===== config.mk =====
export PLATFORM = sky130hd
export DESIGN_NAME = ip_tx_header
export DESIGN_NICKNAME = d
export VERILOG_FILES = /design/src/rtl/ip_tx_header.sv
export SDC_FILE = /design/constraint.sdc
export NUM_CORES = 1
export LEC_CHECK = 0
export CAP_MARGIN = 5
export CORE_MARGIN = 2
export CORE_UTILIZATION = 30
export DETAILED_ROUTE_END_ITERATION = 10
export DONT_BUFFER_PORTS = 1
export GPL_TIMING_DRIVEN = 1
export PLACE_DENSITY_LB_ADDON = 0.12
export SYNTH_ARGS = -nofsm -noshare
export SYNTH_HDL_FRONTEND = slang
export SYNTH_SLANG_ARGS = --single-unit
export TNS_END_PERCENT = 1

===== constraint.sdc =====
create_clock -name clk -period 4.92 [get_ports clk]
set_input_delay 0.984 -clock clk [delete_from_list [all_inputs] [get_ports clk]]
set_output_delay 0.984 -clock clk [all_outputs]
set_load 0.005 [all_outputs]

===== src/rtl/ip_tx_header.sv =====
// rtl/ip_tx_header.sv - IPv4 transmit header builder: checksum, byte-wise RAM write, Ethernet handoff
module ip_tx_header #(
    parameter logic [31:0] SOURCE_IP = 32'hC0A8010A,
    parameter logic [7:0]  TTL       = 8'h40,
    parameter logic [7:0]  HDR_BASE  = 8'h0E
) (
    input  logic        clk,
    input  logic        reset_n,
    input  logic        sendDatagram,
    input  logic [15:0] sendDatagramSize,
    input  logic [31:0] destinationIP,
    input  logic [7:0]  protocolIn,
    input  logic [2:0]  addressOffset,
    input  logic        complete,
    output logic        wrRAM,
    output logic [7:0]  wrAddr,
    output logic [7:0]  wrData,
    output logic        busy,
    output logic        sizeError,
    output logic        frameSend,
    output logic [15:0] frameSize,
    output logic [2:0]  frameOffset,
    input  logic        frameDone
);

    typedef enum logic [2:0] {IDLE, SUM, FOLD, WRITE, SEND, WAITTX} state_t;

    state_t      state;
    logic [31:0] destLatched;
    logic [7:0]  protoLatched;
    logic [15:0] idCounter;
    logic [15:0] curId;
    logic [16:0] acc;
    logic [15:0] ck;
    logic [3:0]  sumIdx;
    logic [4:0]  byteIdx;
    logic [4:0]  nextByte;
    logic [15:0] foldSum;

    assign nextByte = byteIdx + 5'd1;
    assign foldSum  = acc[15:0] + {15'd0, acc[16]};

    // frameSize doubles as the latched total length field
    function automatic logic [15:0] headerWord(input logic [3:0] idx, input logic [15:0] ckWord);
        case (idx)
            4'd0:    headerWord = 16'h4500;
            4'd1:    headerWord = frameSize;
            4'd2:    headerWord = curId;
            4'd3:    headerWord = 16'h4000;
            4'd4:    headerWord = {TTL, protoLatched};
            4'd5:    headerWord = ckWord;
            4'd6:    headerWord = SOURCE_IP[31:16];
            4'd7:    headerWord = SOURCE_IP[15:0];
            4'd8:    headerWord = destLatched[31:16];
            4'd9:    headerWord = destLatched[15:0];
            default: headerWord = 16'h0000;
        endcase
    endfunction

    function automatic logic [7:0] headerByte(input logic [4:0] idx);
        logic [15:0] w;
        w = headerWord(idx[4:1], ck);
        headerByte = idx[0] ? w[7:0] : w[15:8];
    endfunction

    always_ff @(posedge clk or negedge reset_n) begin
        if (!reset_n) begin
            state        <= IDLE;
            destLatched  <= '0;
            protoLatched <= '0;
            idCounter    <= '0;
            curId        <= '0;
            acc          <= '0;
            ck           <= '0;
            sumIdx       <= '0;
            byteIdx      <= '0;
            wrRAM        <= 1'b0;
            wrAddr       <= '0;
            wrData       <= '0;
            busy         <= 1'b0;
            sizeError    <= 1'b0;
            frameSend    <= 1'b0;
            frameSize    <= '0;
            frameOffset  <= '0;
        end else begin
            sizeError <= 1'b0;
            frameSend <= 1'b0;
            case (state)
                IDLE: begin
                    if (sendDatagram) begin
                        if (sendDatagramSize > 16'd65515) begin
                            sizeError <= 1'b1;
                        end else begin
                            frameSize    <= sendDatagramSize + 16'd20;
                            destLatched  <= destinationIP;
                            protoLatched <= protocolIn;
                            frameOffset  <= addressOffset;
                            curId        <= idCounter;
                            acc          <= '0;
                            sumIdx       <= '0;
                            busy         <= 1'b1;
                            state        <= SUM;
                        end
                    end
                end
                SUM: begin
                    // end-around carry deferred one word; FOLD absorbs the last one
                    acc <= {1'b0, acc[15:0]} + {16'd0, acc[16]}
                         + {1'b0, headerWord(sumIdx, 16'h0000)};
                    sumIdx <= sumIdx + 4'd1;
                    if (sumIdx == 4'd9) state <= FOLD;
                end
                FOLD: begin
                    ck      <= ~foldSum;
                    byteIdx <= '0;
                    wrRAM   <= 1'b1;
                    wrAddr  <= HDR_BASE;
                    wrData  <= 8'h45;
                    state   <= WRITE;
                end
                WRITE: begin
                    if (complete) begin
                        if (byteIdx == 5'd19) begin
                            wrRAM     <= 1'b0;
                            frameSend <= 1'b1;
                            state     <= SEND;
                        end else begin
                            byteIdx <= nextByte;
                            wrAddr  <= HDR_BASE + {3'd0, nextByte};
                            wrData  <= headerByte(nextByte);
                        end
                    end
                end
                SEND: begin
                    idCounter <= idCounter + 16'd1;
                    state     <= WAITTX;
                end
                WAITTX: begin
                    if (frameDone) begin
                        busy  <= 1'b0;
                        state <= IDLE;
                    end
                end
                default: state <= IDLE;
            endcase
        end
    end

endmodule


==> results of run 1 <==
per-layer routing:
layer	vias up	track usage
met1	3345	0.273
met3	45	0.0651
li1	3123	-
met4	2	0.0691
met5	-	0
met2	277	0.287
final cells by class:
class | instances | area share
inverters | 19 | 0.00738
diodes | 4 | 0.00104
well taps | 384 | 0.0497
clock buffers | 19 | 0.0458
flip-flops and latches | 153 | 0.396
repair buffers | 11 | 0.00984
clock inverters | 13 | 0.0142
multi-input cells | 644 | 0.476
power by group:
group,internal (mW),switching [mW]
registers,1.70,0.705
logic,1.01,1.48
clock network,0.725,0.605
logic make-up (layout without fill, tap and decap cells):
logic type / Yosys count / after routing / synth area share
DFF: 153 / 153 / 0.436
and+or+nand+nor: 248 / 248 / 0.140
xor gates and xnor gates: 59 / 59 / 0.0622
adders and majority gates: 31 / 31 / 0.0458
muxes: 65 / 65 / 0.0831
other: 1 / 6 / 0.000427
AOI/OAI and AO/OA: 239 / 239 / 0.191
buffers and inverters: 69 / 62 / 0.0420
worst max-delay path, stage by stage (launching register included):
cell	delay, ns
dfrtp_1	0.39
inv_1	0.09
ha_1	0.25
and3_1	0.16
buf_4	0.19
and2_1	0.17
a2111oi_1	0.70
inv_1	0.11
ha_1	0.30
nor2b_4	0.12
o31a_1	0.27
or4_4	0.50
a41oi_2	0.28
o21ai_1	0.11
xnor2_1	0.14
o21ai_0	0.09
path summary, 6_finish.rpt:
kind | startpoint | depth (start not counted) | slack [ns] | endpoint
min in group clk | idCounter[15] | 1 | 0.47 | idCounter[15]
max in group asynchronous | reset_n | 0 | 4.41 | wrAddr[2]
worst min-delay path | reset_n | 0 | 0.25 | sizeError
worst min register to register | idCounter[15] | 1 | 0.47 | idCounter[15]
worst max register to register | sumIdx[1] | 15 | 0.90 | acc[11]
worst max-delay path | sumIdx[1] | 15 | 0.90 | acc[11]
synth_stat cells (18+ instances only):
cell / instances
a21oi_1: 32
a22oi_1: 30
clkbuf_1: 20
dfrtp_1: 153
ha_1: 29
inv_1: 18
mux2_1: 59
nand2_1: 106
nand3_1: 28
nor2_1: 38
o21ai_0: 69
xnor2_1: 31
xor2_1: 24
flip-flops by register name (all words and copies together) (netlist names):
signal	count
frameSize	16
curId	16
byteIdx	5
destLatched	32
frameSend	1
protoLatched	8
wrData	8
sizeError	1
acc	17
ck	16
wrRAM	1
wrAddr	5
idCounter	16
busy	1
sumIdx	4
frameOffset	3
state	3
stage by stage:
stage          hold WS, ns   util  worst slack, ns  std cells  power (mW)
2_1_floorplan        0.439      -             1.35        866        3.93
3_3_place_gp         0.455  0.315            0.971       1211        4.89
3_5_place_dp         0.463  0.315            0.911       1211        4.88
4_1_cts              0.224  0.336            0.879       1243        6.23
5_1_grt              0.226  0.336            0.622       1246        6.63
6_report             0.255  0.336            0.904       1247        6.22
==> key figures, run 1 <==
Status
  – Status: complete, no violations

GRT
  – Largest net degree at the start of global routing: roughly 150
  – Global route overflow: 0
  – Initial antenna violation count: 5
  – Vias in the first global route: 6534
  – First-pass GRT wire length: 44300 um
  – Total Routing Usage GR: 0.197

Placed design
  – GPL Wtd Cong: roughly 0.93
  – IO buf count: 0
  – Dpl cell area: just over 9000 um2
  – DP Wirelength: ~22000 um

Timing
  – Fmax: 249 MHz
  – Setup TNS Final: 0 ns
  – Final setup fails: 0
  – Worst Tran Pin Value: approximately 0.84 ns
  – RSZ-0062 raised after global routing: no
  – Fin. Hold Viols: 0
  – Final worst-path cycle share: 0.816
  – Fin crit period: about 4 ns
  – Max-slew violations: 0
  – Final worst clock skew: about 0.018 ns
  – Worst slew margin: 0.438

Clock network
  – Setup Buffers After CTS: 0
  – Reg clk slew, reported paths: about 0.06 ns
  – # hold bufs at CTS: 0
  – H-tree depth: 4
  – CTS buffer count: 17
  – Resize count post-CTS: 0
  – Root buf cell: clkbuf_16
  – Max clock buf depth: 2
  – Later-pin clock latency in the skew report: around 0.45 ns
  – CTS Sinks: about 150
  – TritonCTS clock tree: done

Critical path
  – CP arrival: ~4.3 ns
  – Critical setup path kind: reg2reg
  – CP Data Required Time: 5.21 ns
  – Worst Setup End Kind: flop
  – Max FO, Critical Path: 15
  – Critical Path Start Type: flop

Route
  – Vias: 6792
  – Vias per cell: about 5.4
  – Iteration-0 DRC Markers: between 600 and 700
  – WL met1: about 13000 um
  – Max Used Layer: met5
  – Wire length on met2: 12800 um
  – Antenna-violating nets left: 0
  – Residual DRC: 0
  – Pre-Repair DR Iteration Count: 6
  – Avg WL per Cell: 23.7 um
  – Detailed-route wire length: 29600 um
  – Met3 Wirelength: ~2600 um

Floorplan
  – Die W: about 180 um
  – Io pins: just over 100
  – Core ar.: 28800 um2
  – Row cnt: 62
  – Die area: about 31000 um2
  – Die height: ~180 um
  – Initial Util: 0.305

Logic synthesis
  – Synth warnings: 0
  – Post-synth EDFFs: 0
  – Seq/Total Area, Yosys: 0.436
  – Synth async-reset ratio: 1.00
  – Mapped cell area: ~9000 um2
  – Mapped Cells: just under 900
  – Mean Syn Cell Area: about 10 um2
  – Area leader, netlist: dfrtp_1
  – Area contributors post-synth: dfrtp_1 (44%), mux2_1 (7.6%), nand2_1 (4.5%)
  – Synthesized flop and latch total: 153
  – Post-synth top flop: dfrtp_1
  – Share of the synthesized area in the top cell type: 0.436
  – Distinct cells, synth: just over 80

Flow run
  – Max-Cap Viols: 0

Final layout
  – Final nets: roughly 940
  – Register area: about 3800 um2
  – Share of layout cells above drive strength 1: 0.0943
  – Final instance area: 9670 um2
  – Commonest non-fill, non-tap cell in the layout: dfrtp_1
  – Area of the multi-input gates: 4600 um2
  – Filler cell count: a little under 3000
  – Area Overhead vs Synth: 10.0%
  – Commonest non-fill, non-tap cells in the layout: dfrtp_1 (153), nand2_1 (106), o21ai_0 (69)

Worst hold path
  – Min-Delay Path Class: in2async

Pwr
  – PwrDens: approximately 640 nW/um2
  – Leak: approximately 4.2 nW
  – VDD IR-drop max: ~280 uV
Note: power is estimated with default switching activity, not from simulation.
==> inputs of run 2 (changes only) <==
==> constraint.sdc (replaced) <==
create_clock -name clk -period 4.1 [get_ports clk]
set_input_delay 0.82 -clock clk [delete_from_list [all_inputs] [get_ports clk]]
set_output_delay 0.82 -clock clk [all_outputs]
set_load 0.005 [all_outputs]
==> run 2 against run 1 <==
Effect of this change:
- clock power increased by 23%
- via count shrank 1.1%
- hold slack got worse by 0.18 ns
- final area grew 0.87%
- clock skew is 0.0024 ns lower
- cell count rose by 0.48%
==> key figures, run 2 (same netlist as run 1, synthesis figures left out) <==
Timing
  – Fin crit period: 3.80 ns (-0.216 ns)
  – Worst slew margin: 0.317 (-0.122)
  – Final setup fails: 0 (unchanged)
  – Max-slew violations: 0 (unchanged)
  – Fmax: 263 MHz (+5.7%)
  – Fin. Hold Viols: 0 (unchanged)
  – Worst Tran Pin Value: 1.02 ns (+0.186 ns)
  – Final worst-path cycle share: 0.927 (+0.111)
  – Setup TNS Final: 0 ns (unchanged)
  – RSZ-0062 raised after global routing: no
  – Final worst clock skew: 0.0153 ns (-0.00245 ns)

Placed design
  – GPL Wtd Cong: 0.884 (-5.5%)
  – Inst Count DP: 1218 (+0.58%)
  – DP Wirelength: 22300 um (+0.40%)
  – IO buf count: 0 (unchanged)

Clock network
  – CTS Sinks: 153 (unchanged)
  – Later-pin clock latency in the skew report: 0.45 ns (about the same)
  – Max clock buf depth: 2 (unchanged)
  – Root buf cell: clkbuf_16
  – CTS buffer count: 17 (unchanged)
  – TritonCTS clock tree: done
  – H-tree depth: 4 (unchanged)
  – Reg clk slew, reported paths: 0.08 ns (+0.02 ns)

Final layout
  – Area Overhead vs Synth: 11.0%
  – Filler cell count: 2909 (-1.3%)
  – Final nets: 948 (+0.74%)
  – Share of layout cells above drive strength 1: 0.105 (+0.0108)
  – Biggest regs: destLatched x32, acc x17
  – Most flops, register: destLatched
  – Commonest non-fill, non-tap cells in the layout: dfrtp_1 (153), nand2_1 (106), o21ai_0 (69)
  – Commonest non-fill, non-tap cell in the layout: dfrtp_1
  – Finished Layout Cells: 1253 (+0.48%)
  – Flip-flop count of the largest register after layout: 32 (unchanged)

Critical path
  – Critical setup path kind: reg2reg
  – CP Cell Sequence: inv_1 -> ha_1 -> and3_1 -> a22o_1 -> a2111oi_1 -> buf_4 -> inv_1 -> ha_1 -> nor2b_4 -> o31a_1 -> or4_4 -> and3_4 -> o221ai_2 -> xor2_1 -> o21ai_1
  – CP arrival: 4.11 ns (-0.19 ns)
  – Top delay family on crit path: simple AND/OR/NAND/NOR gates
  – CP Buf/Inv Count: 3 (unchanged)
  – CP max stage cell: or4_4
  – CP Data Required Time: 4.41 ns (-0.80 ns)
  – Critical Path Start Type: flop
  – Max FO, Critical Path: 7 (-8)
  – Worst Setup End Kind: flop
  – Slowest stage delay, CP: 0.51 ns (-0.19 ns)

Floorplan
  – Core ar.: 28800 um2 (unchanged)
  – Io pins: 103 (unchanged)
  – Row cnt: 62 (unchanged)
  – Initial Util: 0.305 (unchanged)
  – Die area: 30700 um2 (unchanged)
  – Die height: 175 um (unchanged)
  – Die W: 175 um (unchanged)

GRT
  – Global route overflow: 0 (unchanged)
  – Initial antenna violation count: 3 (-2)
  – Vias in the first global route: 6802 (+4.1%)
  – Largest net degree at the start of global routing: 154 (unchanged)
  – First-pass GRT wire length: 44300 um (about the same)
  – Total Routing Usage GR: 0.195 (-0.00233)

Status
  – Status: complete, no violations

Worst hold path
  – Min-Delay Path Class: in2async

Route
  – Vias: 6716 (-1.1%)
  – Pre-Repair DR Iteration Count: 5 (-1)
  – Residual DRC: 0 (unchanged)
  – Avg WL per Cell: 23.3 um (-1.6%)
  – Antenna-violating nets left: 0 (unchanged)
  – Iteration-0 DRC Markers: 577 (-6.3%)
  – Vias per cell: 5.36 (-1.6%)
  – Detailed-route wire length: 29200 um (-1.1%)

Pwr
  – PwrDens: 768 nW/um2 (+19%)
  – VDD IR-drop max: 310 uV (+11%)
  – Leak: 4.28 nW (+1.2%)

Flow run
  – Max-Cap Viols: 0 (unchanged)
[run 2: per-layer routing]
metal	wire [um]	up-vias	part of all wire	track usage
met1	13300	3301	0.46	0.264
met4	778	0	0.027	0.0701
li1	-	3137	-	-
met3	2100	36	0.072	0.0513
met5	0	-	0	0
met2	13000	242	0.45	0.299
[run 2: final cells by class]
class / instances / area [um2] / share of cell area
inverter: 19 / 71.3 / 0.00731
timing repair buffer: 18 / 148 / 0.0151
clock buffer: 17 / 425 / 0.0436
tap: 384 / 480 / 0.0493
sequential: 153 / 3830 / 0.393
antenna: 3 / 7.51 / 0.000770
multi-input combinational: 644 / 4620 / 0.473
clock inverter: 15 / 174 / 0.0178
[run 2: power by group]
part,total [mW],switching [mW],internal (mW)
Sequential,2.85,0.812,2.04
Combinational,3.02,1.78,1.24
Clock,1.63,0.800,0.826
Total,7.49,3.39,4.10
[run 2: stage by stage]
stage	util	setup WS, ns	power, mW	hold WS, ns	area (um2)
CTS	0.338	0.231	7.51	0.0581	9730
detailed placement	0.317	0.230	5.85	0.466	9130
global placement	0.317	0.319	5.87	0.467	9130
finish	0.339	0.299	7.49	0.0754	9750
floorplan	-	0.532	4.72	0.439	8790
global route	0.339	0.0540	7.99	0.0619	9750
[run 2: worst paths after layout]
check / end / startpoint / slack, ns / cells after the start
min: frameSize[15] / reset_n / 0.08 / 0
min in group clk: idCounter[15] / idCounter[15] / 0.47 / 1
min reg2reg: idCounter[15] / idCounter[15] / 0.47 / 1
max reg2reg: acc[13] / sumIdx[0] / 0.30 / 15
max: acc[13] / sumIdx[0] / 0.30 / 15
max in group asynchronous: sumIdx[0] / reset_n / 3.53 / 0
[run 2: worst reg2reg max path: cells and delay by family (launching register included)]
kind,cells,cell delay (ns)
flip-flops,1,0.42
XOR/XNOR,1,0.16
AND/OR/NAND/NOR,4,1.14
AO/OA/AOI/OAI,5,1.07
adder cells (fa/ha/maj),2,0.54
buffers and inverters,3,0.33
[run 2: repair_timing]
item | CTS | global route
setup endpoints to repair | 0 | 2
gates resized for setup | 0 | 3
buffers inserted | 0 | 0
hold buffers | 0 | 0
==> inputs of run 3 (changes only) <==
--- a/config.mk
+++ b/config.mk
@@ -8,6 +8,7 @@
 export CAP_MARGIN = 5
 export CORE_MARGIN = 2
 export CORE_UTILIZATION = 30
+export CTS_BUF_LIST = sky130_fd_sc_hd__clkbuf_4 sky130_fd_sc_hd__clkbuf_8 sky130_fd_sc_hd__clkbuf_16
 export DETAILED_ROUTE_END_ITERATION = 10
 export DONT_BUFFER_PORTS = 1
 export GPL_TIMING_DRIVEN = 1
==> constraint.sdc (replaced) <==
create_clock -name clk -period 4.1 [get_ports clk]
set_input_delay 0.82 -clock clk [delete_from_list [all_inputs] [get_ports clk]]
set_output_delay 0.82 -clock clk [all_outputs]
set_load 0.05 [all_outputs]
==> run 3 against run 2 <==
Effect of this change:
- sequential share of layout area fell by 0.12 points
- sequential power rose by 14%
- final area rose by 0.31%
- global-route usage rose by 0.086 points
- clock power rose by 6%
- first-iteration DRC count fell by 5.4%
- non-clock buffer count rose by 2
- register-to-register slack barely moved
- hold slack improved by 0.015 ns
- combinational power rose by 5%
- wire length rose by 1.0%
- largest power group is now registers
==> key figures, run 3 (same netlist as run 1, synthesis figures left out) <==
Status
  – Status: complete, no violations

Pwr
  – Switching pwr: 3.82 mW (+13%)
  – Internal power: 4.35 mW (+6.1%)
  – Share of power burned in registers: 0.399 (+0.019)
  – VDD IR-drop max: 356 uV (+15%)
  – Power, Total: 8.17 mW (+9.1%)
  – Sw Share: 0.468 (+0.0150)
  – Leak: 4.30 nW (+0.54%)
  – PwrDens: 835 nW/um2 (+8.8%)
  – Comb pwr share: 0.389 (-0.014)
  – Clk pwr share: 0.212 (-0.005)

Critical path
  – Critical Path Start: sumIdx[0]
  – Worst Setup End Kind: flop
  – Flop2flop setup slack: 0.31 ns (about the same)
  – Slowest stage delay, CP: 0.41 ns (-0.10 ns)
  – Critical setup path kind: reg2reg
  – Crit path to: acc[16]
  – CP arrival: 4.12 ns (about the same)
  – R2R cell count: 15 (unchanged)
  – CP Cell Sequence: inv_1 -> ha_1 -> and3_1 -> a222oi_1 -> inv_1 -> a221oi_1 -> fa_1 -> fa_1 -> nand2b_1 -> a21oi_1 -> o32ai_2 -> o21ai_1 -> a21oi_1 -> o21ai_1 -> a22o_1
  – Critical R2R Capture: acc[16]
  – Max FO, Critical Path: 6 (-1)
  – CP max stage cell: dfrtp_1
  – Critical Path Start Type: flop
  – FF-to-FF Start: sumIdx[0]
  – CP Data Required Time: 4.43 ns (+0.02 ns)

Floorplan
  – Die area: 30700 um2 (unchanged)
  – Io pins: 103 (unchanged)
  – Row cnt: 62 (unchanged)
  – Initial Util: 0.305 (unchanged)
  – Core ar.: 28800 um2 (unchanged)
  – Die W: 175 um (unchanged)
  – Die height: 175 um (unchanged)

Timing
  – Fmax: 264 MHz (+0.28%)
  – Worst Tran Pin Value: 0.881 ns (-0.143 ns)
  – Fin. Hold Viols: 0 (unchanged)
  – Final worst clock skew: 0.0132 ns (-0.00214 ns)
  – Final worst-path cycle share: 0.924 (-0.00256)
  – Hold WS: 0.0903 ns (+0.0149 ns)
  – Setup TNS Final: 0 ns (unchanged)
  – RSZ-0062 raised after global routing: no
  – Fin crit period: 3.79 ns (-0.0105 ns)
  – Final setup fails: 0 (unchanged)
  – Max-slew violations: 0 (unchanged)
  – Worst slew margin: 0.412 (+0.0954)

Final layout
  – Area Overhead vs Synth: 11.3%
  – Flip-flop count of the largest register after layout: 32 (unchanged)
  – Commonest non-fill, non-tap cell in the layout: dfrtp_1
  – Share of layout cells above drive strength 1: 0.103 (-0.00231)
  – Final nets: 950 (+0.21%)
  – Biggest regs: destLatched x32, acc x17
  – Most flops, register: destLatched
  – Utilization after layout: 0.340 (+0.00104)
  – Commonest non-fill, non-tap cells in the layout: dfrtp_1 (153), nand2_1 (106), o21ai_0 (69)

Clock network
  – H-tree depth: 4 (unchanged)
  – # hold bufs at CTS: 0 (unchanged)
  – Reg clk slew, reported paths: 0.07 ns (about the same)
  – CTS Sinks: 153 (unchanged)
  – Root buf cell: clkbuf_16
  – TritonCTS clock tree: done
  – CTS buffer count: 17 (unchanged)
  – Later-pin clock latency in the skew report: 0.44 ns (about the same)
  – Resize count post-CTS: 0 (unchanged)
  – Max clock buf depth: 2 (unchanged)
  – Setup Buffers After CTS: 0 (unchanged)

Route
  – Detailed-route wire length: 29500 um (+1.0%)
  – Pre-Repair DR Iteration Count: 5 (unchanged)
  – Vias per cell: 5.36 (about the same)
  – Iteration-0 DRC Markers: 546 (-5.4%)
  – Antenna-violating nets left: 0 (unchanged)
  – Residual DRC: 0 (unchanged)
  – Avg WL per Cell: 23.6 um (+1.2%)
  – Vias: 6710 (-0.089%)

Worst hold path
  – Min-Delay Path Class: in2async

GRT
  – Vias in the first global route: 6623 (-2.6%)
  – Global route overflow: 0 (unchanged)
  – First-pass GRT wire length: 44200 um (-0.17%)
  – Total Routing Usage GR: 0.196 (+0.000864)
  – Initial antenna violation count: 1 (-2)
  – Largest net degree at the start of global routing: 154 (unchanged)

Placed design
  – GPL Wtd Cong: 0.897 (+1.5%)
  – IO buf count: 0 (unchanged)
  – DP Wirelength: 22300 um (about the same)

Flow run
  – Max-Cap Viols: 0 (unchanged)
==> run 3: changes by cell type in the layout (fill, tap and decap cells not counted), sizes merged <==
cell      delta
buf          +2
diode        -2
bufinv       +4
clkbuf       +3
clkinvlp     +1
inv          -8
clkinv       -2
==> run 3: final cells by class <==
type / instances / area (um2)
fillers: 2941 / 19000
multi-input cells: 644 / 4600
flip-flops and latches: 153 / 3830
well taps: 384 / 480
clock buffers: 20 / 467
clock inverters: 10 / 168
repair buffers: 20 / 163
inverters: 19 / 71.3
diodes: 1 / 2.50
==> run 3: worst min-delay path by stage <==
stage,from,to,slack (ns),depth (start not counted)
4_1_cts,reset_n,destLatched[6],0.07,0
2_1_floorplan,idCounter[15],idCounter[15],0.44,1
3_3_place_gp,ck[10],ck[10],0.45,2
3_5_place_dp,ck[10],ck[10],0.46,2
6_report,reset_n,sizeError,0.09,0
5_1_grt,reset_n,sizeError,0.07,0
==> run 3: metrics by stage <==
stage                     setup slack, ns  instance area [um2]  cells
after global routing               0.0324                 9780   1251
after floorplan                     0.532                 8790    866
after CTS                           0.254                 9780   1250
after global placement              0.403                 9150   1220
after detailed placement            0.258                 9150   1220
final                               0.310                 9780   1251
==> run 3: per-layer routing <==
metal	GRT usage	wire, um	vias up
met5	0	0	-
met4	0.0642	649	0
met3	0.0553	2130	30
met2	0.293	13000	258
met1	0.272	13700	3291
li1	-	-	3131
==> run 3: power groups by stage <==
stage / clock [mW] / sequential (mW) / combinational [mW]
after floorplan: 0 / 2.92 / 2.31
after global placement: 0 / 3.29 / 3.16
after detailed placement: 0 / 3.28 / 3.13
after CTS: 1.78 / 3.26 / 3.16
after global routing: 1.84 / 3.33 / 3.48
final: 1.73 / 3.26 / 3.18
==> run 3: critical path, delay by kind of cell (launching register included) <==
| kind | cells | cell delay (ns) |
|---|---|---|
| compound gates | 8 | 1.88 |
| fa+ha+maj | 3 | 0.81 |
| simple gates | 2 | 0.41 |
| flops | 1 | 0.41 |
| buf+inv | 2 | 0.17 |
